### src/rtl/cursor_input.sv
// ---------------------------------------------------------------------------
// cursor_input
//   Turns three raw active-low pushbuttons into cursor moves and grid writes.
//   Each button is synchronized (two flops), debounced, and edge-detected
//   into a single-cycle press event. Down/right presses step the cursor over
//   a 9x9 grid with wrap-around. A place press captures the cursor position
//   and the num_select value into a write request that is held until the
//   grid accepts it with cell_wr_ready.
//
// Ports
//   clk            in   system clock, rising edge
//   reset_n        in   synchronous active-low reset
//   cursor_down    in   raw button, active-low, asynchronous
//   cursor_right   in   raw button, active-low, asynchronous
//   place_btn      in   raw button, active-low, asynchronous
//   num_select     in   [3:0] value to write; 0 clears, 1-9 digit, >9 invalid
//   cursor_row     out  [3:0] cursor row, 0-8
//   cursor_col     out  [3:0] cursor column, 0-8
//   cell_wr        out  write request valid
//   cell_wr_row    out  [3:0] row of pending write
//   cell_wr_col    out  [3:0] column of pending write
//   cell_wr_data   out  [3:0] value of pending write
//   cell_wr_ready  in   grid accepts write when cell_wr & cell_wr_ready
// ---------------------------------------------------------------------------
module cursor_input #(
  parameter int DEBOUNCE_CYCLES = 1000000
) (
  input  logic       clk,
  input  logic       reset_n,
  input  logic       cursor_down,
  input  logic       cursor_right,
  input  logic       place_btn,
  input  logic [3:0] num_select,
  output logic [3:0] cursor_row,
  output logic [3:0] cursor_col,
  output logic       cell_wr,
  output logic [3:0] cell_wr_row,
  output logic [3:0] cell_wr_col,
  output logic [3:0] cell_wr_data,
  input  logic       cell_wr_ready
);

  // Counter must be able to hold the value DEBOUNCE_CYCLES itself.
  localparam int CW = (DEBOUNCE_CYCLES < 1) ? 1 : $clog2(DEBOUNCE_CYCLES + 1);
  localparam logic [CW-1:0] CNT_MAX  = CW'(DEBOUNCE_CYCLES);
  localparam logic [CW-1:0] CNT_ZERO = {CW{1'b0}};
  localparam logic [CW-1:0] CNT_ONE  = CW'(1);

  // Button index within the 3-bit vectors.
  localparam int B_DOWN  = 0;
  localparam int B_RIGHT = 1;
  localparam int B_PLACE = 2;

  typedef enum logic [0:0] {
    ST_IDLE    = 1'b0,
    ST_PENDING = 1'b1
  } wr_state_t;

  logic [2:0]    w_raw;
  logic [2:0]    r_sync1;
  logic [2:0]    r_sync2;
  logic [2:0]    r_db_level;
  logic [CW-1:0] r_db_cnt [0:2];
  logic [2:0]    w_press;

  logic [3:0]    r_row;
  logic [3:0]    r_col;

  wr_state_t     r_state;
  wr_state_t     w_state_next;
  logic          w_capture;
  logic          r_cell_wr;
  logic [3:0]    r_wr_row;
  logic [3:0]    r_wr_col;
  logic [3:0]    r_wr_data;

  assign w_raw = {place_btn, cursor_right, cursor_down};

  // Two-flop synchronizer; released level (1) out of reset.
  always_ff @(posedge clk) begin
    if (!reset_n) begin
      r_sync1 <= 3'b111;
      r_sync2 <= 3'b111;
    end else begin
      r_sync1 <= w_raw;
      r_sync2 <= r_sync1;
    end
  end

  // Debouncers: count cycles of disagreement, adopt new level at the limit.
  always_ff @(posedge clk) begin
    if (!reset_n) begin
      r_db_level <= 3'b111;
      for (int i = 0; i < 3; i++) begin
        r_db_cnt[i] <= CNT_ZERO;
      end
    end else begin
      for (int i = 0; i < 3; i++) begin
        if (r_sync2[i] == r_db_level[i]) begin
          r_db_cnt[i] <= CNT_ZERO;
        end else if (r_db_cnt[i] == CNT_MAX) begin
          r_db_level[i] <= r_sync2[i];
          r_db_cnt[i]   <= CNT_ZERO;
        end else begin
          r_db_cnt[i] <= r_db_cnt[i] + CNT_ONE;
        end
      end
    end
  end

  // Press pulse: high exactly in the cycle the debounced level falls 1->0,
  // so a held button yields one event and a release yields none.
  always_comb begin
    w_press = 3'b000;
    for (int i = 0; i < 3; i++) begin
      w_press[i] = r_db_level[i] & ~r_sync2[i] & (r_db_cnt[i] == CNT_MAX);
    end
  end

  // Cursor position; down and right are independent and may both apply.
  always_ff @(posedge clk) begin
    if (!reset_n) begin
      r_row <= 4'd4;
      r_col <= 4'd4;
    end else begin
      if (w_press[B_DOWN]) begin
        r_row <= (r_row >= 4'd8) ? 4'd0 : r_row + 4'd1;
      end else begin
        r_row <= r_row;
      end
      if (w_press[B_RIGHT]) begin
        r_col <= (r_col >= 4'd8) ? 4'd0 : r_col + 4'd1;
      end else begin
        r_col <= r_col;
      end
    end
  end

  // Write FSM next-state: accept a valid place press only when idle.
  always_comb begin
    w_state_next = r_state;
    w_capture    = 1'b0;
    case (r_state)
      ST_IDLE: begin
        if (w_press[B_PLACE] && (num_select <= 4'd9)) begin
          w_state_next = ST_PENDING;
          w_capture    = 1'b1;
        end else begin
          w_state_next = ST_IDLE;
        end
      end
      ST_PENDING: begin
        if (cell_wr_ready) begin
          w_state_next = ST_IDLE;
        end else begin
          w_state_next = ST_PENDING;
        end
      end
      default: begin
        w_state_next = ST_IDLE;
      end
    endcase
  end

  // Write FSM state, request flag and captured fields. Capture uses the
  // pre-move cursor because r_row/r_col update on the same edge.
  always_ff @(posedge clk) begin
    if (!reset_n) begin
      r_state   <= ST_IDLE;
      r_cell_wr <= 1'b0;
      r_wr_row  <= 4'd0;
      r_wr_col  <= 4'd0;
      r_wr_data <= 4'd0;
    end else begin
      r_state   <= w_state_next;
      r_cell_wr <= (w_state_next == ST_PENDING);
      if (w_capture) begin
        r_wr_row  <= r_row;
        r_wr_col  <= r_col;
        r_wr_data <= num_select;
      end else begin
        r_wr_row  <= r_wr_row;
        r_wr_col  <= r_wr_col;
        r_wr_data <= r_wr_data;
      end
    end
  end

  assign cursor_row   = r_row;
  assign cursor_col   = r_col;
  assign cell_wr      = r_cell_wr;
  assign cell_wr_row  = r_wr_row;
  assign cell_wr_col  = r_wr_col;
  assign cell_wr_data = r_wr_data;

endmodule
### config.mk
export PLATFORM = sky130hd
export DESIGN_NAME = cursor_input
export DESIGN_NICKNAME = d
export VERILOG_FILES = /design/src/rtl/cursor_input.sv
export SDC_FILE = /design/constraint.sdc
export NUM_CORES = 1
export LEC_CHECK = 0
export ABC_CLOCK_PERIOD_IN_PS = 2000
export CORE_MARGIN = 8
export CORE_UTILIZATION = 53
export CTS_CLUSTER_DIAMETER = 30
export CTS_CLUSTER_SIZE = 20
export DETAILED_ROUTE_END_ITERATION = 6
export PLACE_DENSITY = 0.76
export SKIP_CTS_REPAIR_TIMING = 1
export SLEW_MARGIN = 20
export SYNTH_ARGS = -nofsm -noshare
export SYNTH_HDL_FRONTEND = slang
export SYNTH_SLANG_ARGS = --single-unit
### constraint.sdc
create_clock -name clk -period 2 [get_ports clk]
set_input_delay 0.5 -clock clk [delete_from_list [all_inputs] [get_ports clk]]
set_output_delay 0.5 -clock clk [all_outputs]
set_load 0.005 [all_outputs]
# ---- After elaboration in Yosys (flattened, before gate mapping)
# Memories as Yosys holds them, arrays and structs flattened.
# Index checks and enable logic that the tools add are counted.
dict set report word_totals {
  memories 1
  inputBits 10
  ramBits 60
  output_inout_bits 21
  reg_bits 30
}
dict set report classes {
  add_sub_neg 5
  n_eq_ne 6
  n_bitwise 22
  magnitude_cmp 3
  mux 49
  n_reduce_logical 4
}
# memory depth width read_ports rd_clocked_by_memory_dff wr line_no
set memory_table {}
lappend memory_table {r_db_cnt 3 20 3 0 3 63} ;# logic [CW-1:0] r_db_cnt [0:2];
# op count
set ops {}
lappend ops {{$mux W20} 9}
lappend ops {{$add A20 B1 Y20 const B} 3}
lappend ops {{$eq A20 B20 Y1 const B} 3}
lappend ops {{$mux W1} 37}
lappend ops {{$or A1 B1 Y1} 9}
lappend ops {{$add A4 B1 Y4 const B} 2}
lappend ops {{$ge A4 B4 Y1 const B} 2}
lappend ops {{$mux W4} 2}
lappend ops {{$not A1 Y1} 7}
lappend ops {{$and A1 B1 Y1} 6}
lappend ops {{$reduce_and A2 Y1} 3}
lappend ops {{$le A4 B4 Y1 const B} 1}
lappend ops {{$eq A1 B1 Y1} 3}
lappend ops {{$pmux W1 S2} 1}
lappend ops {{$logic_and A1 B1 Y1} 1}

# ---- Depth between registers and ports, before layout
# Gate-level depths: netlist of run 1.
dict set report logic_depth {
  depth_word 7
  mapped_depth 8
}

# ---- Least setup slack after synthesis of run 1
# No wires, ideal clock.
dict set report synth_path {
  path_type {reg-to-reg}
  from {memory r_db_cnt[0][15] in the netlist's numbering}
  to {memory r_db_cnt[0][2] in the netlist's numbering (data pin)}
  t_arrival_ns 1.867
  setup_slack_ns -0.133
  path_buffers 2
  setup_time_ns 0.266
  t_required_ns 1.734
  path_stages_with_launch 7
  cell_sequence {edfxtp_1 > or4b_1 > or3_1 > buf_2 > o21ai_1 > clkbuf_1 > nor2_1}
}
# item line_no
set synth_rtl {}
lappend synth_rtl {{from (decl)} 63}

==> parameters.txt, run 1 <==
Parameter                              Value

Power
  Switching Share    roughly a quarter
  Highest ir drop seen on vdd    roughly 0.48 mV
  Share of power burned in registers    58.4%
  Combinational fraction of design power    about 5.8%
  PnR Total Power    ~3600 uW
  Leakage    0.00211 uW
  Relative contribution of the clock network to total power    a little over a third
  Cell internal power dissipation    about 2700 uW
  Power per cell area    approximately 600 nW/um^2
  Switch Pwr    856 uW

Detailed routing
  First-pass DRT Iterations    5
  Count of routing violations after the opening detailed-route iteration    approximately 200
  DR vias/cell    between 5 and 6
  Routed WL per cell    14.4 um
  Antenna-violating nets left    0
  Total DRC errors in the routed layout    0
  Total wire length after detailed routing    roughly 10,000 um
  Number of vias in the routed layout    just under 4k

STA
  Fin crit share    105%
  Final setup slack of the worst path    -0.101 ns
  Final Hold Vio Count    0
  # setup viols final    24
  Skew final    ~0.012 ns
  Min cycle time layout    2.10 ns
  Count of final max-slew check failures    0
  Highest clock rate    approximately 480 MHz
  Unrepaired setup endpoints after global routing    yes

Status
  Violations in the final reports    negative setup slack
  Result of the run    complete, but fails checks

Hold path
  Worst Min Path Start    r_sync1[2]$_SDFF_PN1_
  Number of instances on the worst hold path    1
  Type of the most critical hold path    register to register
  WHS Endpoint    r_sync2[2]$_SDFF_PN1_

Synth
  Top cells by area, synth    sky130_fd_sc_hd__edfxtp_1 (39%), sky130_fd_sc_hd__dfxtp_1 (13%), sky130_fd_sc_hd__xor2_1 (4.5%), sky130_fd_sc_hd__a21oi_1 (4.0%), sky130_fd_sc_hd__nor2_1 (3.9%)
  Number of synthesized flops with an enable pin    60
  Share of flip-flops with an asynchronous set or reset after synthesis    0%
  Synthesized instance count    470
  Post-Syn Area    roughly 4700 um^2
  Cell variety after synth    40
  Post-synthesis area per instance    around 10 um^2
  Library cell occupying the most area in the post-synthesis netlist    sky130_fd_sc_hd__edfxtp_1
  Primary flip-flop cell chosen by synthesis mapping    sky130_fd_sc_hd__edfxtp_1
  Library cell with the highest instance count after synthesis    sky130_fd_sc_hd__edfxtp_1
  Share of the synthesized area in the top cell type    38.7%
  Count of yosys warnings during synthesis    0
  Register bit total from synthesis    90
  Sequential-to-total area share from yosys stat    ~52%
  Commonest cells in the synthesized netlist    sky130_fd_sc_hd__edfxtp_1 (60), sky130_fd_sc_hd__nor2_1 (49), sky130_fd_sc_hd__a21oi_1 (37)

Die
  Number of top-level pins    31
  Initial cell density of the core    a little over half
  Number of placement rows    34
  CORE AREA    about 8600 um^2
  Die area    12,000 um^2
  Floorplan die height    between 100 and 150 um
  Horiz. Die Dim    around 110 um

GRT
  Initial antenna violation count    0
  GR Overflow Total    0
  Vias in the first global route    ~3.6k
  Largest net degree at the start of global routing    21
  First-pass GRT wire length    16,000 um
  GRT Overall Usage    16.4%

Setup path
  Kind of end point of the critical path    register
  Element type at the critical path start    register
  R2r startpoint    r_db_cnt[0][5]$_SDFFCE_PN0P_
  CP Data Required Time    roughly 2.3 ns
  Endpoint arrival time on the critical path    ~2.4 ns
  Category of the critical setup timing path    register to register
  Slack of the worst reg-to-reg path    -0.10 ns
  R2R cell count    4
  Max Fanout on Critical Path    5
  Capture instance of the worst register-to-register path    cursor_row[1]$_SDFFE_PN0P_

Cells and area
  Antenna diode count    0
  Ratio of cells with drive above 1 in the final layout    13.4%
  Post-layout net count    roughly 620
  Count of filler cells inserted in the layout    674
  Area growth, synth to finish    26.5%
  Final core utilization    68.3%
  Final non-filler cell area    roughly 6000 um^2
  Number of non-filler instances in the completed layout    slightly above 700

Placement
  Total half-perimeter wirelength after legalization and detailed placement    ~7000 um
  Placed cell count    679
  GP Congestion    around 0.79
  Count of input and output buffers    30
  Dpl ws    -0.340 ns
  Area after DPL    between 5000 and 6000 um^2

Clocking
  Worst-case clock buffer depth    2
  Cts bufs inserted    9
  Root buffer cell    sky130_fd_sc_hd__clkbuf_8
  Clk slew on worst S/H paths    about 0.09 ns
  H-tree Lvls    3
  Insertion delay of the later-clocked pin in the worst-skew pair    0.36 ns
  Number of sinks handled by clock tree synthesis    90
  TritonCTS clock tree    built

Job
  Number of max-cap violations    0
-- worst max path at each step --
stage | start | endpoint | slack [ns] | depth (start not counted)
after global routing | r_db_cnt[0][5]$_SDFFCE_PN0P_ | cursor_row[1]$_SDFFE_PN0P_ | -0.15 | 4
after CTS | r_db_cnt[0][15]$_SDFFCE_PN0P_ | cursor_row[3]$_SDFFE_PN0P_ | -0.22 | 4
after detailed placement | num_select[2] | cell_wr_col[2]$_SDFFE_PN0P_ | -0.34 | 5
after global placement | num_select[1] | cell_wr_col[1]$_SDFFE_PN0P_ | -0.27 | 5
after floorplan | r_db_cnt[0][15]$_SDFFCE_PN0P_ | cursor_row[3]$_SDFFE_PN0P_ | -0.06 | 5
final | r_db_cnt[0][5]$_SDFFCE_PN0P_ | cursor_row[1]$_SDFFE_PN0P_ | -0.10 | 4
-- metal layers --
metal | wire, um | vias up | track usage [%]
li1 | - | 1920 | -
met1 | 4530 | 1824 | 20.0
met2 | 4930 | 89 | 28.3
met3 | 562 | 12 | 3.63
met4 | 116 | 0 | 5.11
met5 | 0 | - | 0
-- cell usage in the layout, fill, tap and decap left out, drive strengths merged, types with 16 or more instances in the layout --
| cell | n |
|---|---|
| a21oi | 37 |
| buf | 42 |
| clkdlybuf4s50 | 30 |
| conb | 60 |
| dfxtp | 30 |
| edfxtp | 60 |
| inv | 32 |
| nand2 | 16 |
| nand3 | 24 |
| nand4 | 29 |
| nor2 | 49 |
| o21ai | 34 |
| or3 | 16 |
| xor2 | 24 |
-- power groups by stage --
| stage | Sequential, uW | Combinational [uW] | Clock (uW) |
|---|---|---|---|
| final | 2090 | 208 | 1280 |
| after global routing | 2100 | 233 | 1390 |
| after global placement | 2130 | 183 | 0 |
| after CTS | 2090 | 191 | 1330 |
| after floorplan | 2120 | 112 | 0 |
| after detailed placement | 2130 | 189 | 0 |
-- logic make-up (layout without fill, tap and decap cells) --
family | after synthesis | count (layout) | share of synthesized area [%]
AO/OA/AOI/OAI | 87 | 87 | 10.3
XOR/XNOR | 35 | 35 | 6.58
adder cells (fa/ha/maj) | 13 | 13 | 3.49
buffers and inverters | 49 | 116 | 3.98
flip-flops | 90 | 90 | 51.6
other | 1 | 60 | 0.0805
AND/OR/NAND/NOR | 195 | 196 | 24.0
-- sequential cells by signal, summed over array words and instances (netlist names) --
| name | count |
|---|---|
| r_db_cnt | 60 |
| cell_wr_col | 4 |
| cell_wr_data | 4 |
| cell_wr_row | 4 |
| cursor_col | 4 |
| cursor_row | 4 |
| r_db_level | 3 |
| r_sync1 | 3 |
| r_sync2 | 3 |
| cell_wr | 1 |
-- final cells by class --
cell class                 instances  area (um^2)  share of cell area [%]
clock buffer                       9          124                    2.10
clock inverter                     7         75.1                    1.27
inverter                          28          105                    1.78
multi-input combinational        391         2410                    40.9
sequential                        90         2400                    40.8
tap                              108          135                    2.29
timing repair buffer              72          642                    10.9
-- critical path, cell delays in order (launching register included) --
cell,delay [ns]
sky130_fd_sc_hd__edfxtp_1,0.41
sky130_fd_sc_hd__or4b_4,0.57
sky130_fd_sc_hd__or3_4,0.43
sky130_fd_sc_hd__or4_4,0.50
sky130_fd_sc_hd__a21oi_2,0.13
-- metrics by stage --
step	hold slack (ns)	setup TNS, ns
after global routing	0.432	-2.75
after floorplan	0.386	-0.333
after global placement	0.388	-5.48
final	0.414	-1.62
after CTS	0.414	-3.85
after detailed placement	0.392	-7.28
Note: power is estimated with default switching activity, not from simulation.
==> run 2: changes to the inputs <==
--- a/config.mk
+++ b/config.mk
@@ -7,11 +7,10 @@
 export LEC_CHECK = 0
 export ABC_CLOCK_PERIOD_IN_PS = 2000
 export CORE_MARGIN = 8
-export CORE_UTILIZATION = 53
+export CORE_UTILIZATION = 35
 export CTS_CLUSTER_DIAMETER = 30
 export CTS_CLUSTER_SIZE = 20
 export DETAILED_ROUTE_END_ITERATION = 6
-export PLACE_DENSITY = 0.76
 export SKIP_CTS_REPAIR_TIMING = 1
 export SLEW_MARGIN = 20
 export SYNTH_ARGS = -nofsm -noshare
==> parameters.txt, run 2 (synthesized netlist as in run 1, its figures left out) <==
Parameter                              Value

Status
  Violations in the final reports    negative setup slack (unchanged)
  Result of the run    complete, but fails checks (unchanged)

Power
  Power per cell area    629 nW/um^2 (was 607 nW/um^2)
  PnR Total Power    3870 uW (was 3580 uW)
  Highest ir drop seen on vdd    0.351 mV (was 0.481 mV)
  Leakage    0.00218 uW (was 0.00211 uW)

Cells and area
  Final non-filler cell area    6150 um^2 (was 5890 um^2)
  Flip-flop count of the largest register after layout    60 (unchanged)
  Count of filler cells inserted in the layout    1,257 (was 674)
  Largest register by flop count    r_db_cnt (unchanged)
  Ratio of cells with drive above 1 in the final layout    14.7% (was 13.4%)
  Post-layout net count    623 (was 615)
  Commonest cells after routing, fill and taps aside    sky130_fd_sc_hd__edfxtp_1 (60), sky130_fd_sc_hd__conb_1 (60), sky130_fd_sc_hd__nor2_1 (46), sky130_fd_sc_hd__buf_4 (43), sky130_fd_sc_hd__a21oi_1 (31) (was sky130_fd_sc_hd__edfxtp_1 (60), sky130_fd_sc_hd__conb_1 (60), sky130_fd_sc_hd__nor2_1 (49), sky130_fd_sc_hd__buf_4 (38), sky130_fd_sc_hd__a21oi_1 (33))
  Area growth, synth to finish    32.0% (was 26.5%)
  Antenna diode count    0 (unchanged)

STA
  Unrepaired setup endpoints after global routing    yes (unchanged)
  Min cycle time layout    2.05 ns (was 2.10 ns)
  Fin crit share    102% (was 105%)
  Skew final    0.00727 ns (was 0.0122 ns)
  # setup viols final    37 (was 24)
  Setup total negative slack    -0.851 ns (was -1.62 ns)
  Count of final max-slew check failures    0 (unchanged)
  Highest clock rate    489 MHz (was 476 MHz)
  Final Hold Vio Count    0 (unchanged)
  Final setup slack of the worst path    -0.0469 ns (was -0.101 ns)

Die
  Number of top-level pins    31 (unchanged)
  Floorplan die height    131 um (was 110 um)
  Initial cell density of the core    35.5% (was 53.9%)
  CORE AREA    13,100 um^2 (was 8640 um^2)
  Die area    17,300 um^2 (was 12,000 um^2)
  Horiz. Die Dim    131 um (was 110 um)
  Number of placement rows    42 (was 34)

GRT
  Vias in the first global route    3,549 (was 3,560)
  GR Overflow Total    0 (unchanged)
  Largest net degree at the start of global routing    21 (unchanged)
  Initial antenna violation count    0 (unchanged)
  GRT Overall Usage    11.5% (was 16.4%)
  First-pass GRT wire length    16,600 um (was 16,000 um)

Placement
  GP Congestion    0.764 (was 0.786)
  Dpl ws    -0.316 ns (was -0.340 ns)
  Area after DPL    5650 um^2 (was 5510 um^2)
  Count of input and output buffers    30 (unchanged)
  Total half-perimeter wirelength after legalization and detailed placement    6970 um (about the same)

Detailed routing
  Total DRC errors in the routed layout    0 (unchanged)
  DR vias/cell    4.88 (was 5.45)
  Total wire length after detailed routing    10,400 um (was 10,100 um)
  First-pass DRT Iterations    4 (was 5)
  Antenna-violating nets left    0 (unchanged)
  Routed WL per cell    13.3 um (was 14.4 um)
  Number of vias in the routed layout    3,815 (was 3,845)
  Count of routing violations after the opening detailed-route iteration    169 (was 204)

Clocking
  H-tree Lvls    3 (unchanged)
  Insertion delay of the later-clocked pin in the worst-skew pair    0.34 ns (was 0.36 ns)
  Number of sinks handled by clock tree synthesis    90 (unchanged)
  Clk slew on worst S/H paths    0.07 ns (was 0.09 ns)
  Worst-case clock buffer depth    2 (unchanged)
  TritonCTS clock tree    built (unchanged)
  Root buffer cell    sky130_fd_sc_hd__clkbuf_16 (was sky130_fd_sc_hd__clkbuf_8)
  Cts bufs inserted    9 (unchanged)

Setup path
  R2R cell count    5 (was 4)
  Max Fanout on Critical Path    20 (was 5)
  Kind of end point of the critical path    register (unchanged)
  Endpoint arrival time on the critical path    2.13 ns (was 2.40 ns)
  Element type at the critical path start    register (unchanged)
  Category of the critical setup timing path    register to register (unchanged)
  CP Data Required Time    2.08 ns (was 2.30 ns)

Hold path
  Type of the most critical hold path    register to register (unchanged)
  Number of instances on the worst hold path    1 (unchanged)

Job
  Number of max-cap violations    0 (unchanged)
[run 2: cell types whose count changed in the layout (fill, tap and decap cells not counted), moves of 2 or more]
| cell | change |
|---|---|
| sky130_fd_sc_hd__clkbuf_16 | +10 |
| sky130_fd_sc_hd__a21oi_2 | +2 |
| sky130_fd_sc_hd__a21oi_1 | -2 |
| sky130_fd_sc_hd__inv_6 | -4 |
| sky130_fd_sc_hd__clkinvlp_4 | +2 |
| sky130_fd_sc_hd__nor2_1 | -3 |
| sky130_fd_sc_hd__clkbuf_8 | -9 |
| sky130_fd_sc_hd__clkbuf_1 | +3 |
| sky130_fd_sc_hd__nor2_2 | +3 |
| sky130_fd_sc_hd__buf_4 | +5 |
[run 2: metal layers]
metal  track usage (%)  vias up  wire length, um
li1                  -     1942                -
met1              14.3     1797             4950
met2              18.3       62             4840
met3              2.48       14              369
met4              6.13        0              215
met5                 0        -                0
[run 2: critical path, stage by stage (launching register included)]
cell	delay, ns
sky130_fd_sc_hd__edfxtp_1	0.40
sky130_fd_sc_hd__or4b_4	0.54
sky130_fd_sc_hd__or3_4	0.43
sky130_fd_sc_hd__o21ai_4	0.19
sky130_fd_sc_hd__buf_12	0.17
sky130_fd_sc_hd__a21oi_1	0.06
[run 2: cell type report]
type / instances / area [um^2] / share of cell area (%)
multi-input cells: 391 / 2420 / 39.4
clock buffers: 12 / 236 / 3.84
clock inverters: 4 / 28.8 / 0.468
well taps: 176 / 220 / 3.58
repair buffers: 80 / 736 / 12.0
inverters: 28 / 105 / 1.71
flip-flops and latches: 90 / 2400 / 39.1
[run 2: worst paths after layout]
| check | from | end | slack, ns |
|---|---|---|---|
| max | r_db_cnt[0][15]$_SDFFCE_PN0P_ | r_db_cnt[0][19]$_SDFFCE_PN0P_ | -0.05 |
| min | r_sync1[0]$_SDFF_PN1_ | r_sync2[0]$_SDFF_PN1_ | 0.40 |
| max reg2reg | r_db_cnt[0][15]$_SDFFCE_PN0P_ | r_db_cnt[0][19]$_SDFFCE_PN0P_ | -0.05 |
| min reg2reg | r_sync1[0]$_SDFF_PN1_ | r_sync2[0]$_SDFF_PN1_ | 0.40 |
[run 2: power by group]
| part | switching [uW] | total, uW | internal, uW | leakage [uW] |
|---|---|---|---|---|
| clock | 712 | 1560 | 844 | 0.000123 |
| combinational | 116 | 222 | 106 | 0.00120 |
| sequential | 51.5 | 2090 | 2040 | 0.000862 |
| total | 880 | 3870 | 2990 | 0.00218 |
[run 2: metrics by stage]
stage | hold WS (ns) | std cells | utilization [%]
global route | 0.424 | 781 | 46.8
floorplan | 0.386 | 529 | -
CTS | 0.406 | 769 | 45.0
global placement | 0.390 | 753 | 43.0
detailed placement | 0.391 | 753 | 43.0
finish | 0.404 | 781 | 46.8
